[config.mk]
export PLATFORM = sky130hd
export DESIGN_NAME = fft_cbfp_seq
export DESIGN_NICKNAME = d
export VERILOG_FILES = /design/src/rtl/fft_cbfp_seq.sv
export SDC_FILE = /design/constraint.sdc
export NUM_CORES = 1
export LEC_CHECK = 0
export BUFFER_PORTS_ARGS = -buffer_cell sky130_fd_sc_hd__buf_2
export CORE_ASPECT_RATIO = 1.2
export CORE_UTILIZATION = 51
export CTS_BUF_LIST = sky130_fd_sc_hd__clkbuf_2 sky130_fd_sc_hd__clkbuf_4 sky130_fd_sc_hd__clkbuf_8
export DETAILED_ROUTE_END_ITERATION = 8
export GPL_ROUTABILITY_DRIVEN = 0
export PLACE_DENSITY = 0.71
export SYNTH_ARGS = -nofsm -noshare
export SYNTH_HDL_FRONTEND = slang
export SYNTH_SLANG_ARGS = --single-unit
[constraint.sdc]
create_clock -name clk -period 4.5 [get_ports clk]
set_input_delay 0.225 -clock clk [delete_from_list [all_inputs] [get_ports clk]]
set_output_delay 0.225 -clock clk [all_outputs]
set_load 0.01 [all_outputs]
[src/rtl/fft_cbfp_seq.sv]
// Frame sequencer for the CBFP normalisation stage: credit-gated beat admission,
// one contiguous valid burst per frame, SOF/EOF tagging and frame exponent reduction.
module fft_cbfp_seq #(
  parameter int BEATS   = 32,
  parameter int IDX_W   = 5,
  parameter int CREDITS = 2,
  parameter int FID_W   = 4
) (
  input  logic             clk,
  input  logic             rst_n,
  input  logic             s_valid,
  input  logic             s_last,
  output logic             s_ready,
  output logic             cbfp_valid,
  input  logic [IDX_W-1:0] beat_shift_lo,
  input  logic [IDX_W-1:0] beat_shift_hi,
  input  logic             credit_return,
  output logic             m_valid,
  output logic             m_sof,
  output logic             m_eof,
  output logic             frame_done,
  output logic [IDX_W-1:0] frame_exp,
  output logic [FID_W-1:0] frame_id,
  output logic             frame_err,
  output logic [7:0]       err_count,
  output logic             busy
);

  localparam int BCNT_W = $clog2(BEATS);
  localparam int CRD_W  = $clog2(CREDITS + 1);
  localparam logic [BCNT_W-1:0] LAST_BEAT = BCNT_W'(BEATS - 1);

  typedef enum logic [1:0] {IDLE, RUN, TAIL, ABORT} state_t;

  state_t            state, state_nxt;
  logic [BCNT_W-1:0] bcnt, bcnt_nxt;
  logic [CRD_W-1:0]  credits;
  logic              ready_st;
  logic              take;
  logic              abort_st;

  logic              vld_p1, sof_p1, eof_p1;
  logic [IDX_W-1:0]  beat_min, run_min;

  function automatic logic [IDX_W-1:0] umin(input logic [IDX_W-1:0] a,
                                            input logic [IDX_W-1:0] b);
    return (a < b) ? a : b;
  endfunction

  function automatic logic [7:0] sat_inc8(input logic [7:0] v);
    return (v == 8'hFF) ? v : v + 8'd1;
  endfunction

  // Net of take/return events, clamped so surplus returns are dropped.
  function automatic logic [CRD_W-1:0] credit_next(input logic [CRD_W-1:0] c,
                                                   input logic t, input logic r,
                                                   input logic a);
    logic [CRD_W:0] s;
    s = {1'b0, c} + {{CRD_W{1'b0}}, r} + {{CRD_W{1'b0}}, a} - {{CRD_W{1'b0}}, t};
    if (s > (CRD_W+1)'(CREDITS)) s = (CRD_W+1)'(CREDITS);
    return s[CRD_W-1:0];
  endfunction

  // Stage p0: admission; ready is forced low while reset is asserted.
  assign s_ready    = ready_st & rst_n;
  assign cbfp_valid = s_valid & s_ready;

  always_ff @(posedge clk or negedge rst_n) begin
    if (!rst_n) begin
      state   <= IDLE;
      bcnt    <= '0;
      credits <= CRD_W'(CREDITS);
    end else begin
      state   <= state_nxt;
      bcnt    <= bcnt_nxt;
      credits <= credit_next(credits, take, credit_return, abort_st);
    end
  end

  always_comb begin
    state_nxt = state;
    bcnt_nxt  = bcnt;
    case (state)
      IDLE: begin
        if (cbfp_valid) begin
          bcnt_nxt  = BCNT_W'(1);
          state_nxt = s_last ? ABORT : RUN;
        end
      end
      RUN: begin
        if (!s_valid) begin
          state_nxt = ABORT;
        end else if (bcnt == LAST_BEAT) begin
          state_nxt = TAIL;
          bcnt_nxt  = '0;
        end else if (s_last) begin
          state_nxt = ABORT;
        end else begin
          bcnt_nxt = bcnt + BCNT_W'(1);
        end
      end
      TAIL:    state_nxt = IDLE;
      ABORT:   state_nxt = IDLE;
      default: state_nxt = IDLE;
    endcase
  end

  always_comb begin
    ready_st = 1'b0;
    take     = 1'b0;
    abort_st = 1'b0;
    case (state)
      IDLE: begin
        ready_st = (credits != '0);
        take     = cbfp_valid;
      end
      RUN:     ready_st = 1'b1;
      ABORT:   abort_st = 1'b1;
      default: ready_st = 1'b0;
    endcase
  end

  assign frame_err = abort_st;
  assign busy      = (state != IDLE);

  // Stage p1: tags aligned with the CBFP registered output.
  always_ff @(posedge clk or negedge rst_n) begin
    if (!rst_n) begin
      vld_p1 <= 1'b0;
      sof_p1 <= 1'b0;
      eof_p1 <= 1'b0;
    end else begin
      vld_p1 <= cbfp_valid;
      sof_p1 <= cbfp_valid && (state == IDLE);
      eof_p1 <= cbfp_valid && (state == RUN) && (bcnt == LAST_BEAT);
    end
  end

  assign m_valid  = vld_p1;
  assign m_sof    = sof_p1;
  assign m_eof    = eof_p1;
  assign beat_min = umin(beat_shift_lo, beat_shift_hi);

  always_ff @(posedge clk) begin
    if (vld_p1) run_min <= sof_p1 ? beat_min : umin(run_min, beat_min);
  end

  // Stage p2: frame completion, exponent and error bookkeeping.
  always_ff @(posedge clk or negedge rst_n) begin
    if (!rst_n) begin
      frame_done <= 1'b0;
      frame_exp  <= '0;
      frame_id   <= '0;
      err_count  <= '0;
    end else begin
      frame_done <= vld_p1 & eof_p1;
      if (vld_p1 && eof_p1) begin
        frame_exp <= umin(run_min, beat_min);
        frame_id  <= frame_id + FID_W'(1);
      end
      if (abort_st) err_count <= sat_inc8(err_count);
    end
  end

endmodule
## Word level (Yosys, flattened, before mapping)

Index checks and enable logic that the tools add are counted.
Widths: inputs -> output; s select.

- Register bits after elaboration: 35
- Bits in latches: 0
- Memory bits (writable): 0
- Memory bits (read-only): 0
- Bits of input ports: 15
- Output and inout port bits: 25
- Word-level logic and storage cells: 63
- Memories: 0

- Add/sub/neg operators: 6
- Multipliers: 0
- Div/mod/pow operators: 0
- Order comparisons: 3
- Equality and inequality tests: 9
- Shift-type cells: 0
- Mux-type cells: 18
- Bitwise operators: 4
- Reductions and logical operators: 12

Operators by type and width:

| operator | number |
|---|---|
| $mux 5 | 7 |
| $mux 2 | 6 |
| $lt 5x5->1 | 2 |
| $pmux 5 s2 | 1 |
| $add 8x1->8 const B | 1 |
| $eq 8x8->1 const B | 1 |
| $pmux 2 s3 | 1 |
| $reduce_bool 2->1 | 3 |
| $add 5x1->5 const B | 1 |
| $eq 5x5->1 const B | 1 |
| $add 4x1->4 const B | 1 |
| $eq 2x2->1 const B | 2 |
| $logic_and 1x1->1 | 4 |
| $ne 2x2->1 const B | 2 |
| $ne 4x4->1 const B | 1 |
| $reduce_and 2->1 | 2 |
| $reduce_and 4->1 | 1 |
| $add 2x1->3 | 1 |
| $add 3x1->3 | 1 |
| $and 1x1->1 | 3 |
| $gt 3x2->1 const B | 1 |
| $ne 3x3->1 const B | 1 |
| $sub 3x1->3 | 1 |
| $eq 2x1->1 const B | 1 |
| 5 further kinds | 6 |

## Depth between registers and ports, before layout

Gate-level depths: netlist of run 1.

- Word-level depth: 8
- Gate-level depth with buffers: 13
- Gate-level depth less buffers: 11

## Worst setup path before layout of run 1

Ideal clock, no wire load.

- Kind: input to register
- From: input port beat_shift_hi[2]
- To: register run_min[0] (data pin)
- Library setup time: 0.261 ns
- Arrival: 2.823 ns
- Required time: 4.239 ns
- Setup slack: 1.417 ns
- Cell stages on the path: 12
- Buffers on the path: 2
- Cells stage by stage: inv_1 > ha_1 > a211oi_1 > o221ai_1 > mux2i_1 > ha_1 > a21o_1 > a21o_1 > a221o_1 > buf_6 > buf_2 > o32a_1

- Cells in the longest elaborated chain, start to end: 5

Ends and longest elaborated chain:

| element | RTL line | RTL |
|---|---|---|
| start, declared | 16 | `input logic [IDX_W-1:0] beat_shift_hi,` |
| $lt 5x5->1 | 47 | `return (a < b) ? a : b;` |
| $mux 5 (*) | 47 |  |
| $lt 5x5->1 | - |  |
| $mux 5 | - |  |
| $mux 5 (*) | 145 | `if (vld_p1) run_min <= sof_p1 ? beat_min : umin(run_min, beat_min);` |
| end signal, assigned | 145 |  |
| end, declared | 43 | `logic [IDX_W-1:0] beat_min, run_min;` |

Mark *: on every way between the ends. The rest lies on a longest branch, timed or not.
A chain may end at the register's enable or synchronous reset.

## Final worst setup path of run 1

- From: input port beat_shift_lo[2]
- To: register run_min[3] (data pin)

- Cells in the longest elaborated chain, start to end: 5

Ends and longest elaborated chain:

| element | RTL line | RTL |
|---|---|---|
| start, declared | 15 | `input logic [IDX_W-1:0] beat_shift_lo,` |
| $lt 5x5->1 | 47 |  |
| $mux 5 (*) | 47 |  |
| $lt 5x5->1 | - |  |
| $mux 5 | - |  |
| $mux 5 (*) | 145 |  |

Marked as above.

==> out/qor.csv, run 1 <==
metric,value,unit
status,"finished, violations left",
violations,DRC,
grt_use_total,22.82,%
synth.net_count,214,
nFillCells,300,
hold_path_startpoint,s_valid,
grt_overflow,0,
cts.clk_slew.worst_paths,0.08,ns
seq_area_frac_synth,46.91,%
period_minus_slack,3.357,ns
num-nets-final,259,
rr_worst_depth,11,
arrival,3.50,ns
port-buffer-count,39,
synth_seq_cells,35,
setup_tns,0,ns
cts-buffers-inserted,5,
synth_cells,184,
synth_warnings,0,
holdPathEnd,state[0],
cap_violations,0,
cts_tree,done,
clockRootBuffer,clkbuf_8,
cp_cell_sequence,buf_2 -> ha_1 -> a211oi_1 -> o221ai_1 -> mux2i_1 -> ha_1 -> and4_1 -> a221o_1 -> or3_4 -> a21oi_1,
yosysTopAreaCellShare,37.74,%
totalWireLength,4.039,mm
n_antenna_cell,0,
r2r_start,state[0],
drt_iter0_drc,53,
max_freq,0.2979,GHz
clock-sinks,35,
htreeDepth,2,
yosysUniqueCellTypes,46,
period_share,74.59,%
top_layer_used,met4,
synth_area_leaders,"dfrtp_1 38%, ha_1 8.5%, edfxtp_1 7.8%",
max_stage_delay,0.57,ns
rrSetupSlack,1.59,ns
io_pins,40,
wl_met1,1.703,mm
hold_path_class,in2reg,
setup_viol,0,
syn_avg_cell_area,10.45,um2
fin_ws,1.144,ns
hold-path-cell-count,2,
clk_latency,0.29,ns
rows,24,
peakVddDrop,272.5,uV
start_kind,primary input,
dpl.hpwl,3.043,mm
synth_area_leader_cell,dfrtp_1,
slew_headroom,54.41,%
die_h,69.27,um
vias,1550,
core_area,3633,um2
areaGrowthSynthToFinish,19.06,%
vias_per_cell,5.496,
reg2reg_to,credits[0],
postCtsHoldBufs,1,
syn_area,1923,um2
worstPathMaxFanout,17,
pre_cts_slack,0.8655,ns
cts_max_path_buffers,2,
synthFlopType,dfrtp_1,
ant_nets,0,
drc_errors,4,
cp-end-kind,register,
async_flop_share,85.71,%
fp.dieW,58.06,um
cpMostUsedCell,ha_1,
hold_violations,0,
die_area,4021,um2
leakage,1.142,nW
postCtsSetupBuffers,0,
cp.required,4.64,ns
path_class,in2reg,
cp_slowest_cell,a221o_1,
start_util,52.93,%
wire_per_inst,14.32,um
antenna_found_initial,0,
first_pass_iters,6,
tightestPinTransition,0.6839,ns
grt_pass1_wl,7.003,mm
slew_violations,0,
p_per_area,476.6,nW/um2
grt_max_degree,32,
wl_met3,172,um
dr_wl_met2,2.094,mm
layout-drive-gt1-share,23.91,%
rsz0062_at_grt,false,
cts.repair.resized,0,
finClkSkew,0.009798,ns
grt_pass1_vias,1541,
synth_edf_count,5,
[cell usage after synthesis (3+ instances only)]
cell type,number
dfrtp_1,29
nand2_1,18
ha_1,13
o21ai_0,12
inv_1,11
nor2_1,8
xnor2_1,7
a21oi_1,5
edfxtp_1,5
and3_1,4
mux2i_1,4
nand2b_1,4
nand4_1,4
nor4_1,4
o21a_1,4
o21ai_1,4
o31ai_1,4
xor2_1,4
buf_2,3
nor2b_1,3
nor3_1,3
[registers in the layout, indices dropped and copies added, names as in the netlist]
name and count:
err_count 8, bcnt 5, frame_exp 5, run_min 5
frame_id 4, credits 2, state 2, frame_done 1
m_eof 1, m_sof 1, m_valid 1
[per-layer routing]
| layer | global-route usage (%) | vias to the layer above |
|---|---|---|
| met5 | 0 | - |
| met4 | 9.259 | 0 |
| met3 | 5.410 | 8 |
| met2 | 38.31 | 41 |
| met1 | 27.76 | 748 |
| li1 | - | 753 |
[kinds of logic (layout without fill, tap and decap cells)]
group                      Yosys count  in the layout  synth area share, %
AOI/OAI and AO/OA                   44             44                15.23
xor gates and xnor gates            11             11                5.010
adders and majority gates           15             15                10.54
buffers and inverters               16             62                3.708
DFF                                 35             35                46.91
muxes                                6              6                3.253
and+or+nand+nor                     57             57                15.35
[critical path: cells and delay by family]
family	cells	cell delay [ns]
simple gates	2	0.69
fa+ha+maj	2	0.62
buf+inv	1	0.11
compound gates	4	1.47
mux	1	0.40
[worst max-delay path by stage]
stage / slack [ns] / from / to
after CTS: 1.18 / beat_shift_lo[2] / run_min[3]
after global routing: 0.95 / rst_n / credits[0]
final: 1.14 / beat_shift_lo[2] / run_min[3]
after detailed placement: 0.87 / beat_shift_lo[2] / run_min[3]
after global placement: 1.05 / beat_shift_lo[2] / run_min[4]
after floorplan: 1.42 / beat_shift_hi[2] / run_min[0]
[through the flow]
stage	area [um2]	power [mW]	hold WS (ns)	cells	utilization (%)
2_1_floorplan	1923	0.7102	-0.07059	184	-
3_3_place_gp	2172	0.7885	0.2478	273	59.78
3_5_place_dp	2172	0.8162	0.2522	273	59.78
4_1_cts	2290	1.097	0.1561	282	63.02
5_1_grt	2290	1.177	0.1704	282	63.02
6_report	2290	1.091	0.1612	282	63.02
[power by group]
group	internal (mW)	switching, mW	leakage, nW	total [mW]
clock	0.162	0.112	0.0556	0.274
combinational	0.158	0.192	0.665	0.349
sequential	0.391	0.0764	0.422	0.468
[layout make-up]
type                    count  area (um2)  share of cell area [%]
inverters                  12       45.04                   1.967
flip-flops and latches     35       902.1                   39.40
clock buffers               5       68.82                   3.005
repair buffers             42       220.2                   9.617
clock inverters             3       38.79                   1.694
well taps                  52       65.06                   2.842
multi-input cells         133       949.7                   41.48
[cell usage in the layout (no fill, tap or decap), types with 5 or more instances in the layout]
master,synthesis,final
inv_1,11,11
xnor2_1,7,7
clkbuf_8,0,5
nand2_1,18,18
dfrtp_1,29,29
ha_1,13,13
nor2_1,8,8
buf_2,3,39
edfxtp_1,5,5
o21ai_0,12,12
a21oi_1,5,5
Note: power is estimated with default switching activity, not from simulation.
==> run 2: changes to the inputs <==
ABC_AREA = 1   (was unset)
PLACE_DENSITY = 0.73   (was 0.71)
clock period = 2.75 ns   (was 4.5 ns; I/O delays follow)
==> out/qor.csv, run 2 <==
metric,value,unit,change
status,"complete, no violations",,
slew_violations,0,,unchanged
synth_area_leader_cell,dfrtp_1,,
p_int,1.104,mW,+55%
cts-buffers-inserted,5,,unchanged
dr_wl_met2,1.737,mm,-17%
clock-sinks,35,,unchanged
period_minus_slack,2.387,ns,
hold_violations,0,,unchanged
largest_reg_flops,8,,unchanged
most-common-layout-cells,"45 x nand2_1, 39 x buf_2, 29 x dfrtp_1",,
totalWireLength,3.622,mm,-10%
synth_area_leaders,"dfrtp_1 35%, nand2_1 8.2%, ha_1 7.9%",,
arrival,2.60,ns,-0.90 ns
cap_violations,0,,unchanged
cts_tree,done,,
n_antenna_cell,0,,unchanged
p_switching,0.6868,mW,+81%
syn_avg_cell_area,8.999,um2,-14%
rsz0062_at_grt,false,,
final_common_cell,nand2_1,,
path_class,reg2reg,,
cp.required,2.96,ns,-1.68 ns
worst-path-stages,13,,+3
setup_tns,0,ns,unchanged
ant_nets,0,,unchanged
cts.clk_slew.worst_paths,0.06,ns,-0.02 ns
peakVddDrop,398.6,uV,+46%
clkPwrFrac,20.9,%,-4.2 points
tightestPinTransition,0.3728,ns,-0.3111 ns
worstPathMaxFanout,4,,-13
finClkSkew,0.007183,ns,-0.002615 ns
nFillCells,328,,+9.3%
cts.repair.resized,0,,unchanged
grt_pass1_wl,6.147,mm,-12%
cts_max_path_buffers,2,,unchanged
crit_buf_inv,3,,+2
pwr-share-comb,38.6,%,+6.6 points
synth_cells,229,,+24%
io_pins,40,,unchanged
grt_pass1_vias,1458,,-5.4%
yosysUniqueCellTypes,33,,-28%
syn_area,2061,um2,+7.2%
die_area,4300,um2,+6.9%
port-buffer-count,39,,unchanged
wire_per_inst,10.98,um,-23%
seqPwrFrac,40.5,%,-2.4 points
period_share,86.79,%,
drc_errors,0,,-4
hold_path_class,in2reg,,
cp_slowest_cell,dfstp_2,,
cp_cell_sequence,nor2_1 -> nand2_1 -> nand4_1 -> inv_2 -> nand2_1 -> inv_1 -> ha_1 -> inv_1 -> fa_1 -> fa_1 -> a21oi_1 -> o21ai_1 -> nor2_1,,
async_flop_share,85.71,%,unchanged
rr_worst_depth,13,,+2
core_area,3754,um2,+3.3%
vias,1597,,+3.0%
grt_max_degree,32,,unchanged
switching_share,38.34,%,+3.5 points
setup_viol,0,,unchanged
htreeDepth,2,,unchanged
rows,24,,unchanged
top_layer_used,met4,,
antenna_found_initial,0,,unchanged
grt_overflow,0,,unchanged
start_kind,register,,
largest_register,err_count,,
num-nets-final,307,,+19%
hold-path-cell-count,2,,unchanged
dpl.hpwl,2.835,mm,-6.8%
synth_seq_cells,35,,unchanged
clk_latency,0.29,ns,about the same
clockRootBuffer,clkbuf_8,,
crit_family,adder cells,,
wl_met1,1.733,mm,+1.8%
first_pass_iters,4,,-2
p_per_area,738.0,nW/um2,+55%
synth.most_common_cell,nand2_1,,
die_h,71.63,um,+3.4%
start_util,54.90,%,+2.0 points
layout-drive-gt1-share,32.73,%,+8.8 points
synth_warnings,0,,unchanged
grt_use_total,19.25,%,-3.6 points
total_power,1.791,mW,+64%
areaGrowthSynthToFinish,17.79,%,
leakage,1.279,nW,+12%
fp.dieW,60.03,um,+3.4%
seq_area_frac_synth,43.78,%,-3.1 points
max_stage_delay,0.55,ns,-0.02 ns
wl_met3,105,um,-39%
vias_per_cell,4.839,,-12%
yosys-top-cells-count,"45 x nand2_1, 29 x dfrtp_1, 26 x inv_1, 21 x nand3_1, 15 x nand2_2",,
yosysTopAreaCellShare,35.22,%,-2.5 points
cp-end-kind,register,,
synth_edf_count,5,,unchanged
synthFlopType,dfrtp_1,,
slew_headroom,75.15,%,+21 points
synth.net_count,259,,+21%
drt_iter0_drc,69,,+30%
max_freq,0.4190,GHz,
-- run 2: final timing paths --
check / startpoint / end / slack (ns)
max: credits[1] / credits[0] / 0.36
min: s_valid / state[0] / 0.12
max reg2reg: credits[1] / credits[0] / 0.36
min reg2reg: frame_id[3] / frame_id[3] / 0.47
max in group asynchronous: rst_n / credits[1] / 1.97
min in group asynchronous: rst_n / frame_exp[2] / 0.46
-- run 2: kinds of logic after synthesis --
| group | count (synthesis) | synth area share [%] |
|---|---|---|
| AOI/OAI and AO/OA | 21 | 7.104 |
| and+or+nand+nor | 111 | 27.38 |
| adders and majority gates | 15 | 9.836 |
| xor gates and xnor gates | 10 | 4.250 |
| buffers and inverters | 37 | 7.650 |
| DFF | 35 | 43.78 |
-- run 2: metrics by stage --
step	area (um2)	util [%]	cells	hold slack [ns]	worst slack, ns
5_1_grt	2427	64.67	330	0.1349	0.1473
3_5_place_dp	2328	62.03	321	0.2387	0.1434
3_3_place_gp	2328	62.03	321	0.2404	0.1910
2_1_floorplan	2061	-	229	-0.1581	0.4696
6_report	2427	64.67	330	0.1243	0.3633
4_1_cts	2427	64.67	330	0.1138	0.3447
-- run 2: area by class of cell --
type	count	area, um2	share of cell area (%)
repair buffers	41	212.7	8.763
multi-input cells	157	1001	41.24
flip-flops and latches	35	902.1	37.16
clock buffers	7	83.83	3.454
well taps	52	65.06	2.680
inverters	37	157.7	6.495
clock inverters	1	5.005	0.2062
-- run 2: routing by layer --
layer,up-vias,GRT usage (%)
li1,834,-
met5,-,0
met3,7,5.415
met2,23,30.49
met1,733,25.30
met4,0,6.202
-- run 2: power groups by stage --
stage / sequential, mW / clock (mW) / combinational (mW)
2_1_floorplan: 0.738 / 0 / 0.501
3_3_place_gp: 0.734 / 0 / 0.683
3_5_place_dp: 0.735 / 0 / 0.695
4_1_cts: 0.726 / 0.383 / 0.698
5_1_grt: 0.737 / 0.406 / 0.799
6_report: 0.725 / 0.374 / 0.692
-- run 2: timing repair --
item                      in CTS  in global routing
hold buffers                   1                  0
hold endpoints to repair      29                  0
setup buffers                  0                  0
-- run 2: worst reg2reg max path: cells and delay by family, from the launching register on --
family          cells  cell delay [ns]
simple gates        5             0.41
fa+ha+maj           3             0.93
buf+inv             3             0.22
compound gates      2             0.20
flops               1             0.55
==> run 3: changes to the inputs <==
CELL_PAD_IN_SITES_DETAIL_PLACEMENT = 2   (was unset)
CELL_PAD_IN_SITES_GLOBAL_PLACEMENT = 2   (was unset)
CORE_UTILIZATION = 31   (was 51)
PLACE_DENSITY = 0.74   (was 0.73)
==> out/qor.csv, run 3 (same netlist as run 2, synthesis figures left out) <==
metric,value,unit,change
cp_slowest_cell,dfstp_2,,
num-nets-final,308,,+0.33%
most-common-layout-cells,"45 x nand2_1, 39 x buf_2, 29 x dfrtp_1",,
path_class,reg2reg,,
arrival,2.69,ns,+0.09 ns
largest_reg_flops,8,,unchanged
peakVddDrop,424.6,uV,+6.5%
cts-buffers-inserted,5,,unchanged
n_antenna_cell,0,,unchanged
largest_register,err_count,,
layout-drive-gt1-share,33.33,%,+0.60 points
vias_per_cell,4.648,,-3.9%
cts_max_path_buffers,2,,unchanged
cap_violations,0,,unchanged
hold_path_class,in2reg,,
io_pins,40,,unchanged
antenna_found_initial,0,,unchanged
cp-end-kind,register,,
grt_overflow,0,,unchanged
crit_family,adder cells,,
clk_latency,0.29,ns,about the same
period_share,91.17,%,+4.4 points
p_per_area,776.9,nW/um2,+5.3%
cts.clk_slew.worst_paths,0.08,ns,+0.02 ns
drt_iter0_drc,45,,-35%
die_h,91.32,um,+27%
period_minus_slack,2.507,ns,+0.1204 ns
rr_worst_depth,13,,unchanged
dpl.hpwl,4.153,mm,+46%
finClkSkew,0.004982,ns,-0.002201 ns
design_area,2500,um2,+3.0%
grt_max_degree,32,,unchanged
hold_violations,0,,unchanged
cts_tree,done,,
core_area,6406,um2,+71%
setup_tns,0,ns,unchanged
setup_viol,0,,unchanged
clockRootBuffer,clkbuf_8,,
worst-path-stages,13,,unchanged
cp_cell_sequence,nor2_1 -> nand2_1 -> nand4_1 -> inv_2 -> nand2_1 -> inv_2 -> ha_1 -> inv_1 -> fa_1 -> fa_1 -> a21oi_1 -> o21ai_1 -> nor2_1,,
cp.required,2.93,ns,-0.03 ns
grt_use_total,16.33,%,-2.9 points
grt_pass1_wl,8.914,mm,+45%
max_stage_delay,0.56,ns,about the same
die_area,6979,um2,+62%
leakage,1.291,nW,+0.93%
slew_violations,0,,unchanged
crit_buf_inv,3,,unchanged
fp.dieW,76.43,um,+27%
start_kind,register,,
areaGrowthSynthToFinish,21.31,%,
tightestPinTransition,0.4131,ns,+0.04035 ns
slew_headroom,72.37,%,-2.8 points
max_freq,0.3989,GHz,-4.8%
post_dp_cell_area,2370,um2,+1.8%
start_util,32.17,%,-23 points
clock-sinks,35,,unchanged
worstPathMaxFanout,4,,unchanged
totalWireLength,5.187,mm,+43%
hold-path-cell-count,2,,unchanged
htreeDepth,2,,unchanged
vias,1692,,+5.9%
final_common_cell,nand2_1,,
status,"complete, no violations",,
ant_nets,0,,unchanged
drc_errors,0,,unchanged
rsz0062_at_grt,false,,
first_pass_iters,4,,unchanged
rows,32,,+33%
whs,0.1133,ns,-0.01097 ns
port-buffer-count,39,,unchanged
wire_per_inst,14.25,um,+30%
grt_pass1_vias,1874,,+29%
-- run 3: changes by cell type in the layout (fill, tap and decap cells not counted) --
| cell | previous run | this run |
|---|---|---|
| inv_2 | 6 | 7 |
| clkbuf_4 | 2 | 0 |
| clkinv_4 | 0 | 1 |
| inv_1 | 26 | 25 |
| buf_4 | 1 | 2 |
| bufinv_16 | 0 | 1 |
-- run 3: path summary, 6_finish.rpt --
check,from,end,slack [ns]
setup / recovery,credits[1],credits[0],0.24
hold / removal,s_valid,state[0],0.11
setup reg to reg,credits[1],credits[0],0.24
hold reg to reg,frame_id[3],frame_id[3],0.47
max in group asynchronous,rst_n,credits[1],1.94
min in group asynchronous,rst_n,frame_id[3],0.48
-- run 3: metrics by stage --
stage	instances	util, %	power [mW]	setup slack (ns)
floorplan	229	-	1.239	0.4696
global placement	354	36.99	1.442	0.1496
detailed placement	354	36.99	1.485	0.09495
CTS	363	38.91	1.980	0.1716
global route	364	39.02	2.091	0.03582
finish	364	39.02	1.942	0.2429
-- run 3: cell type report --
cell class                 instances  area (um2)
clock buffer                       5       68.82
clock inverter                     3       43.79
fill                             735        3906
inverter                          37       157.7
multi-input combinational        157        1001
sequential                        35       902.1
tap                               85       106.4
timing repair buffer              42       220.2
-- run 3: layer usage --
metal,global-route usage (%),part of all wire [%]
met1,19.11,43
met2,29.95,53
met3,3.317,2.9
met4,4.327,1.0
met5,0,0
-- run 3: timing repair --
action / 4_1_cts / 5_1_grt
setup endpoints to repair: 0 / 1
endpoints found under the hold margin: 29 / 0
setup buffers: 0 / 1
gates resized for setup: 0 / 1
hold buffers: 1 / 0
-- run 3: where the power goes --
part	leakage (nW)	total (mW)	switching [mW]	internal [mW]
combinational	0.813	0.736	0.458	0.278
clock	0.0581	0.475	0.205	0.270
sequential	0.420	0.732	0.0968	0.635
